File: src/rtl/win_scanner.sv
// win_scanner
//   Sequential four-in-a-row detector for a 7x7 Connect-4 board.
//   A start snapshots the board, then one (cell, direction) pair is
//   evaluated per clock in the order p = 4*cell + dir, p = 0..195.
//   The first hit ends the scan. With no hit, the full-board (draw)
//   flag is reported instead.
//
// Ports
//   CLOCK_50     in   system clock, rising edge
//   resetn       in   asynchronous active-low reset
//   start        in   scan request, accepted only while busy=0
//   board[97:0]  in   cell k at bits [97-2k : 96-2k], 00 empty / 01 P1 / 10 P2 / 11 invalid
//   busy         out  scan in progress
//   done         out  one-cycle pulse when a scan completes
//   winner[1:0]  out  winning code, 00 if none
//   win_cell[5:0] out first cell of the winning line
//   win_dir[1:0] out  0 right, 1 down, 2 down-right, 3 down-left
//   draw         out  no win and every cell holds 01 or 10
//   o_dbg_state  out  FSM state (0 idle, 1 scan, 2 done)
//
// Handshake: start is a level sampled on the rising edge. It is taken
// whenever the FSM is not in SCAN, including the cycle in which done is
// high. While busy=1 start is ignored.
module win_scanner (
  input  logic        CLOCK_50,
  input  logic        resetn,
  input  logic        start,
  input  logic [97:0] board,
  output logic        busy,
  output logic        done,
  output logic [1:0]  winner,
  output logic [5:0]  win_cell,
  output logic [1:0]  win_dir,
  output logic        draw,
  output logic [1:0]  o_dbg_state
);

  typedef enum logic [1:0] {
    S_IDLE = 2'd0,
    S_SCAN = 2'd1,
    S_DONE = 2'd2
  } state_t;

  state_t      r_state;
  state_t      w_next;

  logic [97:0] r_snap;
  logic [2:0]  r_row;
  logic [2:0]  r_col;
  logic [5:0]  r_cell;
  logic [1:0]  r_dir;
  logic        r_done;
  logic [1:0]  r_winner;
  logic [5:0]  r_win_cell;
  logic [1:0]  r_win_dir;
  logic        r_draw;

  logic        w_accept;
  logic        w_hit;
  logic        w_last;
  logic        w_full;
  logic        w_ok;
  logic [5:0]  w_step;
  logic [5:0]  w_k1;
  logic [5:0]  w_k2;
  logic [5:0]  w_k3;
  logic [1:0]  w_c0;
  logic [1:0]  w_c1;
  logic [1:0]  w_c2;
  logic [1:0]  w_c3;
  logic [1:0]  w_cells [0:63];

  assign w_accept = start && (r_state != S_SCAN);
  assign w_last   = (r_cell == 6'd48) && (r_dir == 2'd3);

  // State register
  always_ff @(posedge CLOCK_50 or negedge resetn) begin
    if (!resetn) r_state <= S_IDLE;
    else         r_state <= w_next;
  end

  // Next-state logic
  always_comb begin
    w_next = r_state;
    case (r_state)
      S_IDLE:  if (start) w_next = S_SCAN;
      S_SCAN:  if (w_hit || w_last) w_next = S_DONE;
      S_DONE:  if (start) w_next = S_SCAN;
      default: w_next = S_IDLE;
    endcase
  end

  // Output logic
  always_comb begin
    busy        = (r_state == S_SCAN);
    o_dbg_state = r_state;
    done        = r_done;
    winner      = r_winner;
    win_cell    = r_win_cell;
    win_dir     = r_win_dir;
    draw        = r_draw;
  end

  // Snapshot unpacked into a 64-entry table; entries past cell 48 read as
  // empty so that out-of-board indices on bound-failed pairs are harmless.
  always_comb begin
    for (int k = 0; k < 64; k++) w_cells[k] = 2'b00;
    for (int k = 0; k < 49; k++) w_cells[k] = r_snap[97-2*k -: 2];
  end

  always_comb begin
    w_full = 1'b1;
    for (int k = 0; k < 49; k++) w_full = w_full & (w_cells[k][1] ^ w_cells[k][0]);
  end

  // Direction as a linear index step plus its board-edge bound
  always_comb begin
    w_step = 6'd1;
    w_ok   = 1'b0;
    case (r_dir)
      2'd0: begin w_step = 6'd1; w_ok = (r_col <= 3'd3); end
      2'd1: begin w_step = 6'd7; w_ok = (r_row <= 3'd3); end
      2'd2: begin w_step = 6'd8; w_ok = (r_row <= 3'd3) && (r_col <= 3'd3); end
      default: begin w_step = 6'd6; w_ok = (r_row <= 3'd3) && (r_col >= 3'd3); end
    endcase
  end

  assign w_k1 = r_cell + w_step;
  assign w_k2 = w_k1 + w_step;
  assign w_k3 = w_k2 + w_step;
  assign w_c0 = w_cells[r_cell];
  assign w_c1 = w_cells[w_k1];
  assign w_c2 = w_cells[w_k2];
  assign w_c3 = w_cells[w_k3];

  assign w_hit = w_ok && (w_c0 == w_c1) && (w_c0 == w_c2) && (w_c0 == w_c3) &&
                 ((w_c0 == 2'b01) || (w_c0 == 2'b10));

  // Datapath: snapshot, pair counters, result registers
  always_ff @(posedge CLOCK_50 or negedge resetn) begin
    if (!resetn) begin
      r_snap     <= '0;
      r_row      <= '0;
      r_col      <= '0;
      r_cell     <= '0;
      r_dir      <= '0;
      r_done     <= 1'b0;
      r_winner   <= '0;
      r_win_cell <= '0;
      r_win_dir  <= '0;
      r_draw     <= 1'b0;
    end else begin
      r_done <= 1'b0;
      if (w_accept) begin
        r_snap     <= board;
        r_row      <= '0;
        r_col      <= '0;
        r_cell     <= '0;
        r_dir      <= '0;
        r_winner   <= '0;
        r_win_cell <= '0;
        r_win_dir  <= '0;
        r_draw     <= 1'b0;
      end else if (r_state == S_SCAN) begin
        if (w_hit) begin
          r_winner   <= w_c0;
          r_win_cell <= r_cell;
          r_win_dir  <= r_dir;
          r_draw     <= 1'b0;
          r_done     <= 1'b1;
        end else if (w_last) begin
          r_winner <= 2'b00;
          r_draw   <= w_full;
          r_done   <= 1'b1;
        end else if (r_dir == 2'd3) begin
          r_dir  <= 2'd0;
          r_cell <= r_cell + 6'd1;
          if (r_col == 3'd6) begin
            r_col <= 3'd0;
            r_row <= r_row + 3'd1;
          end else begin
            r_col <= r_col + 3'd1;
          end
        end else begin
          r_dir <= r_dir + 2'd1;
        end
      end
    end
  end

endmodule

File: config.mk
export PLATFORM = sky130hd
export DESIGN_NAME = win_scanner
export DESIGN_NICKNAME = d
export VERILOG_FILES = /design/src/rtl/win_scanner.sv
export SDC_FILE = /design/constraint.sdc
export NUM_CORES = 1
export LEC_CHECK = 0
export ABC_AREA = 0
export CAP_MARGIN = 5
export CORE_UTILIZATION = 55
export DETAILED_ROUTE_END_ITERATION = 8
export PLACE_DENSITY = 0.77
export SLEW_MARGIN = 25
export SYNTH_ARGS = -nofsm -noshare
export SYNTH_HDL_FRONTEND = slang
export SYNTH_SLANG_ARGS = --single-unit
File: constraint.sdc
create_clock -name CLOCK_50 -period 13.7 [get_ports CLOCK_50]
set_clock_uncertainty 0.2 [all_clocks]
set_input_delay 2.055 -clock CLOCK_50 [delete_from_list [all_inputs] [get_ports CLOCK_50]]
set_output_delay 2.055 -clock CLOCK_50 [all_outputs]
set_load 0.01 [all_outputs]
==> impl_metrics.toml, run 1 <==
[worst_setup_path]
cp.required_ns = 13.81
cp_num_cells = 24
critPathKind = "register to register"
arrival_ns = 8.03
cp_max_fo = 29
critPathCaptureType = "register"
cp_num_buf_inv = 3
cp_slowest_cell = "nor2_2"
r2r_cells = 24
max_stage_delay_ns = 0.66
worst_setup_path_start_kind = "register"
crit_family = "simple AND/OR/NAND/NOR gates"
crit_top_cell = "ha_1"
path_cells = "inv_1 -> ha_1 -> nor2_1 -> nor2_1 -> ha_1 -> fa_1 -> xnor2_2 -> inv_1 -> buf_4 -> ha_1 -> a211oi_1 -> nor2_1 -> nor2_2 -> ha_1 -> or3_1 -> and2_1 -> mux2i_1 -> mux2_2 -> mux2i_1 -> o21ai_0 -> xnor2_1 -> nor3_4 -> or3_1 -> mux2_1"

[logic_synthesis]
syn_inst = 872
async_reset_ff_frac = 1.000
synth.area.top_cells = "dfrtp_1 31%, mux4_2 18%, mux2_2 12%, mux2i_1 4.0%, xnor2_1 2.5%"
synth_edf_count = 0
synth-seq-cells = 126
syn-cell-area_um2 = 10130
synthFlopType = "dfrtp_1"
synth_fp_nets = 996
synth_top_area_frac = 0.3113
ys_warn_count = 0
yosysUniqueCellTypes = 85
synth-seq-area-share = 0.3113
syn_area_per_cell_um2 = 11.61
yosys.area.top_type = "dfrtp_1"

[placed_design]
place_congestion = 1.014
dpl.hpwl_mm = 23.01
io_buffers = 115
place_area_um2 = 11370

[route]
drcViolationCount = 0
vias = 8595
drt-initial-drc-count = 1014
routed_wl_mm = 32.28
antenna_left = 0
drt-vias-per-instance = 7.127
wl_per_cell_um = 26.77
drt_first_pass_iters = 7

[final_layout]
multi_input_area_um2 = 6599
layout_commonest_cell = "dfrtp_1"
stdcell_area_um2 = 11960
nFillCells = 1390
final_cell_mix = "125 x dfrtp_1, 114 x clkdlybuf4s50_1, 112 x mux2_2"
seq_area_um2 = 3154
diodes = 0
area_growth_pct = 18.05
fin_nets = 1088
final_layout_size_suffix_gt1_frac = 0.2815

[floorplan]
die_h_um = 137.7
core_um2 = 18020
io_pins = 116
rows = 49
dieArea_um2 = 18960
die_w_um = 137.7
start_util = 0.5618

[clocking]
cts_tree = "built"
cts_setup_buffers = 0
cts_root_buf = "clkbuf_16"
cts_made_buffers = 17
ctsResizeCount = 0
postCtsHoldBufs = 0
clk_pin_slew_ns = 0.06
numClockSinks = 126
clock_path_buffers = 2
clk_latency_ns = 0.43
ctsHtreeMaxLevel = 4

[timing]
period_minus_slack_ns = 7.920
hold_viol = 0
rsz0062_at_grt = "false"
setup_viol = 0
fmax_mhz = 126.3
slew_violations = 0
finalCritPeriodShare = 0.5781
finalSetupTns_ns = 0
slew_headroom = 0.3553
worstMarginPinSlew_ns = 0.9583

[hold_path]
hold_path.class = "register to register"
hold-path-cell-count = 1

[global_route]
antenna_found_initial = 0
overflow = 0
grt_pass1_wl_mm = 49.54
grt_max_degree = 65
grt_usage = 0.3602
grt_pass1_vias = 8266

[outcome]
outcome = "completed"

[flow_run]
maxCapViolCount = 0
[worst reg2reg max path, delay by kind of cell, from the launching register on]
family | cells | cell delay (ns)
AND/OR/NAND/NOR | 8 | 2.70
adder cells (fa/ha/maj) | 5 | 1.73
multiplexers | 4 | 1.01
XOR/XNOR | 2 | 0.67
AO/OA/AOI/OAI | 2 | 0.54
flip-flops | 1 | 0.52
buffers and inverters | 3 | 0.46
[per-stage QoR]
stage / cells / util / setup slack [ns] / hold slack, ns
2_1_floorplan: 872 / - / 6.883 / 0.3016
3_3_place_gp: 1174 / 0.6307 / 6.133 / 0.2995
3_5_place_dp: 1174 / 0.6307 / 5.986 / 0.3004
4_1_cts: 1206 / 0.6633 / 5.937 / 0.3177
5_1_grt: 1206 / 0.6633 / 5.331 / 0.3390
6_report: 1206 / 0.6633 / 5.780 / 0.3171
[flip-flops by register name, summed over array words and instances (netlist names)]
register / count
win_cell: 6
r_col: 3
r_cell: 6
o_dbg_state: 2
win_dir: 2
r_dir: 2
done: 1
draw: 1
r_row: 3
winner: 2
r_snap: 98
[synthesized netlist by cell type (4+ instances only)]
master and n:
o31ai_1 4, nor4_1 19, dfrtp_1 126, nand3_1 10, a22oi_1 5, ha_1 20, nor3b_1 6, a211oi_1 14
or3_1 6, nand4_1 10, a31oi_1 7, nor3_1 12, o221ai_1 4, mux2_2 112, nand2_1 56, buf_2 15
or2_2 5, a22o_1 8, buf_6 8, o21ai_2 8, mux2i_1 40, nand2b_1 11, o211ai_1 4, xnor2_1 29
and2_1 10, o2111ai_1 4, and3_1 9, nor2_1 32, o22ai_1 10, mux4_2 82, nor2b_1 4, a21o_1 6
inv_1 14, buf_4 8, xor2_1 16, a21oi_1 14, o21ai_0 29, o21ai_1 4, clkbuf_1 21
[final timing paths]
check | to | from | slack (ns)
min in group asynchronous | r_snap[84] | resetn | 1.51
setup / recovery | r_dir[1] | r_dir[0] | 5.78
hold / removal | winner[1] | winner[1] | 0.32
max in group asynchronous | r_cell[0] | resetn | 10.42
hold reg to reg | winner[1] | winner[1] | 0.32
setup reg to reg | r_dir[1] | r_dir[0] | 5.78
[final cells by class]
cell class                 count  share of cell area
timing repair buffer         130              0.1055
inverter                      18            0.005651
multi-input combinational    671              0.5520
clock inverter                14             0.01319
sequential                   126              0.2638
tap                          229             0.02397
clock buffer                  18             0.03590
[layer usage]
| layer | track usage | wire [um] | up-vias |
|---|---|---|---|
| li1 | - | - | 3603 |
| met1 | 0.4802 | 12180 | 4204 |
| met2 | 0.5433 | 14760 | 665 |
| met3 | 0.1030 | 3956 | 123 |
| met4 | 0.1655 | 1381 | 0 |
| met5 | 0 | 0 | - |
[cells by family after synthesis]
family                   count (synthesis)  synth area share
AND/OR/NAND/NOR                        203            0.1046
flip-flops                             126            0.3113
AO/OA/AOI/OAI                          160            0.1163
adder cells (fa/ha/maj)                 23           0.03064
buffers and inverters                   75           0.04015
multiplexers                           238            0.3541
XOR/XNOR                                47           0.04287
Power of run 1 is left out: the tool's default activity adds up to more than one toggle a clock period on the data nets, which glitch-free logic cannot reach.
==> run 2, diff against run 1 <==
- CORE_UTILIZATION: 55 -> 52
- clock period: 13.7 -> 6.7 ns (I/O delays scaled with it)
==> run 2 against run 1 <==
  * Design area is 1.6% higher
  * Sequential cell count stayed put
  * Non-clock buffer count is 15 higher
  * Global-route usage is 1.6 points lower
  * Highest routed layer unchanged
==> impl_metrics.toml, run 2 (synthesis gave the netlist of run 1 again) <==
[worst_setup_path]
crit_start = "r_dir[0]"
critPathKind = "register to register"
arrival_ns = 6.44
worst_setup_path_start_kind = "register"
cp.required_ns = 6.80
cp_max_fo = 11
critPathCaptureType = "register"
r2r_start = "r_dir[0]"

[final_layout]
final_layout_size_suffix_gt1_frac = 0.2974
stdcell_area_um2 = 12140
largest_register_ffs = 98
nFillCells = 1501
layout_commonest_cell = "dfrtp_1"
seq_area_um2 = 3156
regMostFlops = "r_snap"
multi_input_area_um2 = 6621
area_growth_pct = 19.92
fin_nets = 1103
diodes = 0
final_cell_mix = "124 x dfrtp_1, 114 x clkdlybuf4s50_1, 112 x mux2_2"

[hold_path]
hold_path.class = "register to register"
hp-start = "winner[1]"

[route]
drcViolationCount = 0
drt-initial-drc-count = 1015
drt_first_pass_iters = 5
antenna_left = 0
wl_per_cell_um = 26.15
routed_wl_mm = 32.74
vias = 8505
drt-vias-per-instance = 6.793

[clocking]
cts_tree = "built"
ctsHtreeMaxLevel = 4
cts_made_buffers = 17
numClockSinks = 126
clk_latency_ns = 0.42
clk_pin_slew_ns = 0.06
postCtsHoldBufs = 0
clock_path_buffers = 2
cts_root_buf = "clkbuf_16"

[global_route]
grt_max_degree = 79
overflow = 0
grt_pass1_vias = 8414
grt_usage = 0.3444
antenna_found_initial = 0
grt_pass1_wl_mm = 51.07

[placed_design]
place_area_um2 = 11520
place_congestion = 0.9798
io_buffers = 115
dpl.hpwl_mm = 23.92

[timing]
rsz0062_at_grt = "false"
finalCritPeriodShare = 0.9450
fmax_mhz = 157.9
slew_headroom = 0.4587
worstMarginPinSlew_ns = 0.8119
period_minus_slack_ns = 6.332
setup_viol = 0
hold_viol = 0
slew_violations = 0
finalSetupTns_ns = 0
holdWs_ns = 0.3118

[floorplan]
die_h_um = 141.6
start_util = 0.5360
core_um2 = 18890
die_w_um = 141.6
rows = 50
dieArea_um2 = 20040
io_pins = 116

[outcome]
outcome = "completed"

[flow_run]
maxCapViolCount = 0
-- run 2: worst max-delay path, cell delays in order, from the launching register on --
cell and delay, ns:
dfrtp_2 0.46, inv_1 0.10, ha_1 0.25, nor2_1 0.11
nor2_1 0.07, ha_1 0.26, fa_1 0.48, xnor2_2 0.20
inv_1 0.08, ha_1 0.23, a211oi_2 0.28, o21ba_2 0.27
nor2_2 0.05, ha_1 0.31, or3_1 0.43, and2_2 0.35
mux2i_1 0.23, mux2i_1 0.10, mux2_2 0.29, o21ai_0 0.28
xnor2_2 0.21, nor3_4 0.12, clkbuf_2 0.18, or3_1 0.37
a32o_1 0.27
-- run 2: area by class of cell --
class | instances | area share
inverters | 18 | 0.005564
repair buffers | 145 | 0.1143
multi-input cells | 671 | 0.5452
clock inverters | 14 | 0.01298
well taps | 260 | 0.02679
flip-flops and latches | 126 | 0.2598
clock buffers | 18 | 0.03534
-- run 2: final timing paths --
kind,end,slack [ns],depth (start not counted)
max,r_row[1],0.37,24
min,winner[1],0.31,1
max reg2reg,r_row[1],0.37,24
min reg2reg,winner[1],0.31,1
max in group asynchronous,r_snap[19],4.80,2
min in group asynchronous,r_snap[57],0.40,1
-- run 2: metrics by stage --
step	setup WS, ns	std cells	utilization
final	0.3684	1252	0.6428
after CTS	0.2162	1250	0.6407
after global placement	0.4735	1218	0.6096
after detailed placement	0.2526	1218	0.6096
after floorplan	0.008507	872	-
after global routing	0.1004	1252	0.6428
-- run 2: metal layers --
| layer | wire (um) | global-route usage | vias to the layer above |
|---|---|---|---|
| met4 | 1166 | 0.1466 | 0 |
| met1 | 13160 | 0.4841 | 4239 |
| met2 | 14930 | 0.5175 | 553 |
| met3 | 3482 | 0.07290 | 80 |
| li1 | - | - | 3633 |
| met5 | 0 | 0 | - |
-- run 2: what timing repair did --
| action | in CTS | in global routing |
|---|---|---|
| buffers inserted | 0 | 2 |
| setup endpoints to repair | 0 | 24 |
| resized for setup | 0 | 6 |
Power of run 2 is left out for the same reason.
==> patch: new RTL, config.mk and constraints of run 2 <==
Put a register stage on the output `win_dir`, without a reset. The value now appears one clock later. The other outputs are not delayed to match.
--- a/src/rtl/win_scanner.sv
+++ b/src/rtl/win_scanner.sv
@@ -40,6 +40,8 @@
     S_SCAN = 2'd1,
     S_DONE = 2'd2
   } state_t;
+
+  logic [1:0] win_dir_d;
 
   state_t      r_state;
   state_t      w_next;
@@ -97,7 +99,7 @@
     done        = r_done;
     winner      = r_winner;
     win_cell    = r_win_cell;
-    win_dir     = r_win_dir;
+    win_dir_d   = r_win_dir;
     draw        = r_draw;
   end
 
@@ -188,5 +190,9 @@
     end
   end
 
+  always_ff @(posedge CLOCK_50) begin
+    win_dir <= win_dir_d;
+  end
+
 endmodule
 
Behaviour: not the same (a bounded check fails within 4 cycles, from zero or initial values and one cycle with resetn low).
==> patch against run 2 <==
- sequential cell count up 2
- critical path type unchanged
- worst setup slack improved by 0.019 ns
- area after synthesis up 0.40%
- routed wire length up 1.3%
- final area increased by 0.44%
- utilization grew 0.072 points
Power is left out: the tool's default activity adds up to more than one toggle a clock period on the data nets, which glitch-free logic cannot reach.
==> patch: results (changes against run 2) <==
[outcome]
status=complete, no violations  ; unchanged

[synthesis]
synth_fa_ha_area_frac=0.0305  ; was 0.0306
synth_fp_nets=998  ; was 996
synth_compound_area_frac=0.116  ; about the same
synth_area_per_cell_sq_um=11.6  ; about the same
synth_cell_types=86  ; was 85
synth-async-reset-ratio=0.984  ; was 1.00
synth_mux_area_frac=0.353  ; was 0.354
ys_seq_area_frac=0.314  ; was 0.311
synth_area_leaders=dfrtp_1, mux4_2, mux2_2  ; unchanged

[global_route]
use_met3=0.0908  ; was 0.0729
met2_usage=0.536  ; was 0.518
grt_usage=0.346  ; was 0.344
grt_pass1_vias=8616  ; was 8414

[setup_path]
rr_worst_depth=20  ; was 24
reg2reg_to=r_dir[1]  ; was r_row[1]
cp.arrival_ns=6.42  ; was 6.44 ns
rrSetupSlack_ns=0.39  ; was 0.37 ns
critPathMaxStageDelay_ns=0.58  ; was 0.48 ns

[detailed_routing]
wl_met2_mm=15.1  ; was 14.9 mm
dr.first_iter.drc_count=940  ; was 1015
wl_mm=33.2  ; was 32.7 mm
met1_length_mm=12.9  ; was 13.2 mm
vias=8725  ; was 8505

[place]
pre_cts_slack_ns=0.259  ; was 0.253 ns
place_congestion=1.02  ; was 0.980
dp_hpwl_mm=24.0  ; was 23.9 mm
place_area_sq_um=11600  ; was 11500 sq um

[clock_tree]
clock_sinks=128  ; was 126

[sta]
fin_crit_sh=0.942  ; was 0.945

[cells_and_area]
multi_input_area_share=0.542  ; was 0.545
final.fill_count=1477  ; was 1501
regArea_sq_um=3200  ; was 3160 sq um
clk_share=0.0501  ; was 0.0483
nets=1107  ; was 1103

[patch: worst min path at each step]
stage / cells after the start / to / start / slack (ns)
floorplan: 0 / win_dir[0] / r_win_dir[0] / 0.15
global placement: 0 / win_dir[1] / r_win_dir[1] / 0.15
detailed placement: 0 / win_dir[1] / r_win_dir[1] / 0.16
CTS: 0 / win_dir[1] / r_win_dir[1] / 0.18
global route: 0 / win_dir[0] / r_win_dir[0] / 0.19
finish: 0 / win_dir[1] / r_win_dir[1] / 0.17
[patch: through the flow]
| step | cells | utilization |
|---|---|---|
| 3_3_place_gp | 1224 | 0.611 |
| 3_5_place_dp | 1224 | 0.611 |
| 2_1_floorplan | 874 | - |
| 5_1_grt | 1256 | 0.643 |
| 4_1_cts | 1256 | 0.643 |
| 6_report | 1256 | 0.643 |
[patch: what timing repair did]
item | in CTS | in global routing
setup endpoints to repair | 0 | 26
hold buffers | 0 | 0
resized for setup | 0 | 3
